--- config.mk ---
export PLATFORM = sky130hd
export DESIGN_NAME = jt12_sh6_wrsched
export DESIGN_NICKNAME = d
export VERILOG_FILES = /design/src/rtl/jt12_sh6_wrsched.sv
export SDC_FILE = /design/constraint.sdc
export NUM_CORES = 1
export LEC_CHECK = 0
export ABC_AREA = 1
export ABC_CLOCK_PERIOD_IN_PS = 2730
export BUFFER_PORTS_ARGS = -buffer_cell sky130_fd_sc_hd__clkbuf_2
export CORE_MARGIN = 3
export CORE_UTILIZATION = 40
export CTS_CLUSTER_DIAMETER = 150
export DETAILED_ROUTE_END_ITERATION = 6
export PLACE_DENSITY_LB_ADDON = 0.3
export SLEW_MARGIN = 20
export SYNTH_ARGS = -nofsm -noshare
export SYNTH_HDL_FRONTEND = slang
export SYNTH_SLANG_ARGS = --single-unit
--- constraint.sdc ---
create_clock -name clk -period 2.73 [get_ports clk]
set_input_delay 0.4095 -clock clk [delete_from_list [all_inputs] [get_ports clk]]
set_output_delay 0.4095 -clock clk [all_outputs]
set_load 0.02 [all_outputs]
--- src/rtl/jt12_sh6_wrsched.sv ---
// Write scheduler for the 6-slot recirculating channel ring: queues CPU writes and strobes load/din when the target slot enters stage 1.
// Optional build macro JT12_SHSCHED_COLLAPSE_EN folds repeated writes to a queued channel into the existing entry.
module jt12_sh6_wrsched #(
  parameter int WIDTH = 5,
  parameter int DEPTH = 4
) (
  input  logic             clk,
  input  logic             rst,
  input  logic             wr_valid,
  output logic             wr_ready,
  input  logic [2:0]       wr_ch,
  input  logic [WIDTH-1:0] wr_data,
  output logic             load,
  output logic [WIDTH-1:0] din,
  output logic [2:0]       slot,
  output logic             zero,
  output logic             busy,
  output logic             err
);

  localparam int AW = $clog2(DEPTH);

  logic [2:0]       q_ch   [DEPTH];
  logic [WIDTH-1:0] q_data [DEPTH];
  logic [AW:0]      wptr, rptr, occ, occ_nxt;
  logic [AW-1:0]    head;
  logic             accept, bad_ch, push, pop, hit;
  logic [AW-1:0]    hit_idx;

  assign head   = rptr[AW-1:0];
  assign occ    = wptr - rptr;
  assign busy   = (wptr != rptr);
  assign zero   = (slot == 3'd0);
  // rst gates load so the ring never sees a stale strobe in the reset cycle
  assign load   = !rst && busy && (q_ch[head] == slot);
  assign din    = load ? q_data[head] : '0;
  assign pop    = load;
  assign accept = wr_valid && wr_ready;
  assign bad_ch = (wr_ch > 3'd5);

`ifdef JT12_SHSCHED_COLLAPSE_EN
  // Look for a queued entry of the same channel; the head is excluded only when it leaves this cycle.
  logic [AW-1:0] idx;
  always_comb begin
    hit     = 1'b0;
    hit_idx = '0;
    idx     = '0;
    for (int i = 0; i < DEPTH; i++) begin
      idx = head + AW'(i);
      if ((AW+1)'(i) < occ && !(i == 0 && pop) && q_ch[idx] == wr_ch) begin
        hit     = 1'b1;
        hit_idx = idx;
      end
    end
  end
`else
  assign hit     = 1'b0;
  assign hit_idx = '0;
`endif

  assign push    = accept && !bad_ch && !hit;
  assign occ_nxt = occ + (AW+1)'(push) - (AW+1)'(pop);

  always_ff @(posedge clk) begin
    if (rst) begin
      slot     <= 3'd0;
      wptr     <= '0;
      rptr     <= '0;
      wr_ready <= 1'b1;
      err      <= 1'b0;
    end else begin
      slot     <= (slot == 3'd5) ? 3'd0 : slot + 3'd1;
      err      <= accept && bad_ch;
      wr_ready <= (occ_nxt != (AW+1)'(DEPTH));
      if (push) wptr <= wptr + 1'b1;
      if (pop)  rptr <= rptr + 1'b1;
    end
  end

  // Storage needs no reset: entries are only read while the pointers say they are live.
  always_ff @(posedge clk) begin
    if (!rst) begin
      if (push) begin
        q_ch[wptr[AW-1:0]]   <= wr_ch;
        q_data[wptr[AW-1:0]] <= wr_data;
      end
      if (accept && !bad_ch && hit)
        q_data[hit_idx] <= wr_data;
    end
  end

endmodule
==> results.toml <==
[run_status]
outcome = "finished, final reports clean"

[sta]
finalSetupViolCount = 0
holdWs_ps = 321.8
slew_viol_final = 0
finalSetupTns_ps = 0
setup_ws_ps = 155.6
skew_ps = 6.109
period_needed_ps = 2574
rsz0062_at_grt = "no"
fmax_ghz = 0.3884
max_slew_margin_pct = 76.62
worstMarginPinSlew_ps = 350.6
hold_viol_final = 0
fin_crit_sh_pct = 94.30

[clock_network]
cts_buffer_depth = 2
cts_buffers = 5
clock-sinks = 45
clk_pin_slew_ps = 90
cts_root_buf = "clkbuf_8"
cts_tree = "yes"
cts_hold_buffers = 0
h-tree-depth = 2
clk_latency_ps = 300

[routing]
via_count = 1472
viasPerCell = 4.629
drtIter0Drc = 59
first_pass_iters = 4
routedWlPerCell_um = 12.47
drt_wl_total_mm = 3.966
antenna_left = 0
drc_errors = 0

[floorplan]
initial_utilization_pct = 41.63
die_w_um = 79.37
fp.dieH_um = 79.37
fp-row-count = 26
core_um2 = 5172
die-area_um2 = 6300
pin_count = 24

[pwr]
powerDensity_nw_per_um2 = 590.0
peakVddDrop_mv = 0.2471
power_leakage_uw = 0.001097

[grt]
met3_usage_pct = 2.709
track_usage_pct = 13.93
grt_pass1_vias = 1460
grt_overflow_total = 0
gr-usage-met2_pct = 23.82
top_usage_layer = "met2"
grt_max_degree = 17
grt_first_pass_wirelength_mm = 6.741
antenna_found_initial = 0
use_met1_pct = 17.67

[final_layout]
area_growth_pct = 22.49
instances_no_fill = 318
design_area_um2 = 2638
drive_gt1_share_pct = 32.26
n_antenna_cell = 0
regArea_um2 = 1225
fin_nets = 271
n_fill_cell = 461
multi_input_area_um2 = 842.1

[worst_setup_path]
end_kind = "register"
cp-start-kind = "register"
arrival_ps = 2770
required_ps = 2920
worstPathMaxFanout = 16
r2r-end = "wr_ready$_SDFF_PP1_"
worstSetupEndpoint = "wr_ready$_SDFF_PP1_"
slowest_stage = "fa_1"
crit_type = "register to register"
reg2reg_depth = 16
cp_slowest_stage_delay_ps = 410
cp_cell_sequence = "buf_8 > inv_8 > nand2_1 > nand3_2 > nand3_1 > nand2_2 > nor2_8 > nand2_4 > inv_2 > fa_2 > inv_2 > fa_1 > ha_2 > xnor2_2 > xnor2_1 > nand2_1"
r2r_slack_ps = 160

[placement]
dp_slack_ps = -28.52
gp_congestion = 0.7811
dpl.cell_count = 306
dpl.hpwl_mm = 2.880
dpl_cell_area_um2 = 2442
port_buffers = 23

[synth]
synth.distinct_cells = 25
netlist_area_um2 = 2153
synth-seq-cells = 45
yosysWarnings = 0
avgSynthCellArea_um2 = 10.56
seq_area_frac_synth_pct = 56.71
synth.net_count = 228
postSynthCellCount = 204

[worst_hold_path]
worstHoldPathType = "input pin to register"

[job]
drv_cap = 0
## worst max-delay path: cells and delay by family (launching register included)
family	cells	cell delay, ps
buffers and inverters	4	320
adder cells (fa/ha/maj)	3	970
flip-flops	1	370
AND/OR/NAND/NOR	7	500
XOR/XNOR	2	280
## cell usage in the layout (no fill, tap or decap), drive strengths merged
cell / instances
nand3b: 1
nand3: 14
ha: 11
edfxtp: 32
bufinv: 1
clkbuf: 29
fa: 2
nor3: 2
nor2: 34
dfxtp: 13
clkinv: 2
o21ai: 12
a21oi: 13
nand2: 39
inv: 23
buf: 16
xnor2: 4
## registers in the layout (all words and copies together) (netlist names), named ones only
name / cells
err: 1
q_ch: 12
q_data: 20
rptr: 3
slot: 3
wptr: 3
wr_ready: 1
## where the power goes
group	leakage (uW)	internal (uW)	switching [uW]
combinational	0.000640	104	156
sequential	0.000397	755	21.4
clock	0.0000603	280	239
total	0.00110	1140	416
## how the worst min path moves through the flow
stage | depth (start not counted) | to | start | slack, ps
floorplan | 2 | wptr[2]$_SDFFE_PP0P_ | wptr[2]$_SDFFE_PP0P_ | 450
global placement | 2 | wptr[2]$_SDFFE_PP0P_ | wptr[2]$_SDFFE_PP0P_ | 470
detailed placement | 2 | wptr[2]$_SDFFE_PP0P_ | wptr[2]$_SDFFE_PP0P_ | 470
CTS | 1 | q_data[1][0]$_DFFE_PP_ | wr_data[0] | 310
global route | 1 | q_data[3][0]$_DFFE_PP_ | wr_data[0] | 310
finish | 1 | q_data[1][3]$_DFFE_PP_ | wr_data[3] | 320
## synth_stat cells
cell type | instances | area, um2
nand3b_1 | 1 | 7.510
nor2_8 | 1 | 20.02
nand3_2 | 8 | 80.08
nand3_1 | 6 | 30.03
buf_6 | 2 | 22.52
inv_1 | 20 | 75.07
o21ai_0 | 12 | 60.06
a21oi_1 | 6 | 30.03
inv_4 | 1 | 6.260
ha_1 | 11 | 137.6
nor2_1 | 32 | 120.1
nand2_1 | 34 | 127.6
nor3_1 | 2 | 10.01
fa_1 | 2 | 40.04
a21oi_2 | 7 | 61.31
nand2_4 | 1 | 11.26
xnor2_1 | 4 | 35.03
nand2_2 | 4 | 25.02
dfxtp_1 | 13 | 260.3
inv_6 | 1 | 8.760
buf_2 | 1 | 5.000
nor2_4 | 1 | 11.26
clkbuf_1 | 1 | 3.750
clkinv_1 | 1 | 3.750
edfxtp_1 | 32 | 960.9
## per-stage QoR
step                      total power, uW  utilization [%]
after floorplan                     962.8                -
after global routing                 1634            50.99
after CTS                            1562            49.95
after global placement               1036            47.22
after detailed placement             1041            47.22
final                                1556            50.99
## kinds of logic after synthesis
group	synth area share, %
flip-flops	56.71
AND/OR/NAND/NOR	20.57
buffers and inverters	5.810
XOR/XNOR	1.627
AO/OA/AOI/OAI	7.031
adder cells (fa/ha/maj)	8.251
## repair_timing
| item | in CTS | in global routing |
|---|---|---|
| gates cloned | 0 | 1 |
| endpoints found under the hold margin | 0 | 0 |
| pin swaps | 1 | 7 |
| buffers inserted | 2 | 1 |
| endpoints found under the setup margin | 1 | 1 |
| gates resized for setup | 3 | 8 |
## per-layer routing
layer | share of wire (%) | wire length, um
met1 | 46 | 1835
met2 | 49 | 1946
met3 | 3.0 | 120
met4 | 1.6 | 63
met5 | 0 | 0
## final cells by class
cell class                      count  share of cell area, %
Clock buffer                        5                  2.609
Clock inverter                      3                  1.898
Inverter                           23                  3.653
Multi-Input combinational cell    132                  31.93
Sequential cell                    45                  46.44
Tap cell                           70                  3.321
Timing Repair Buffer               40                  10.15
No activity file was read; power rests on OpenSTA's default activity.
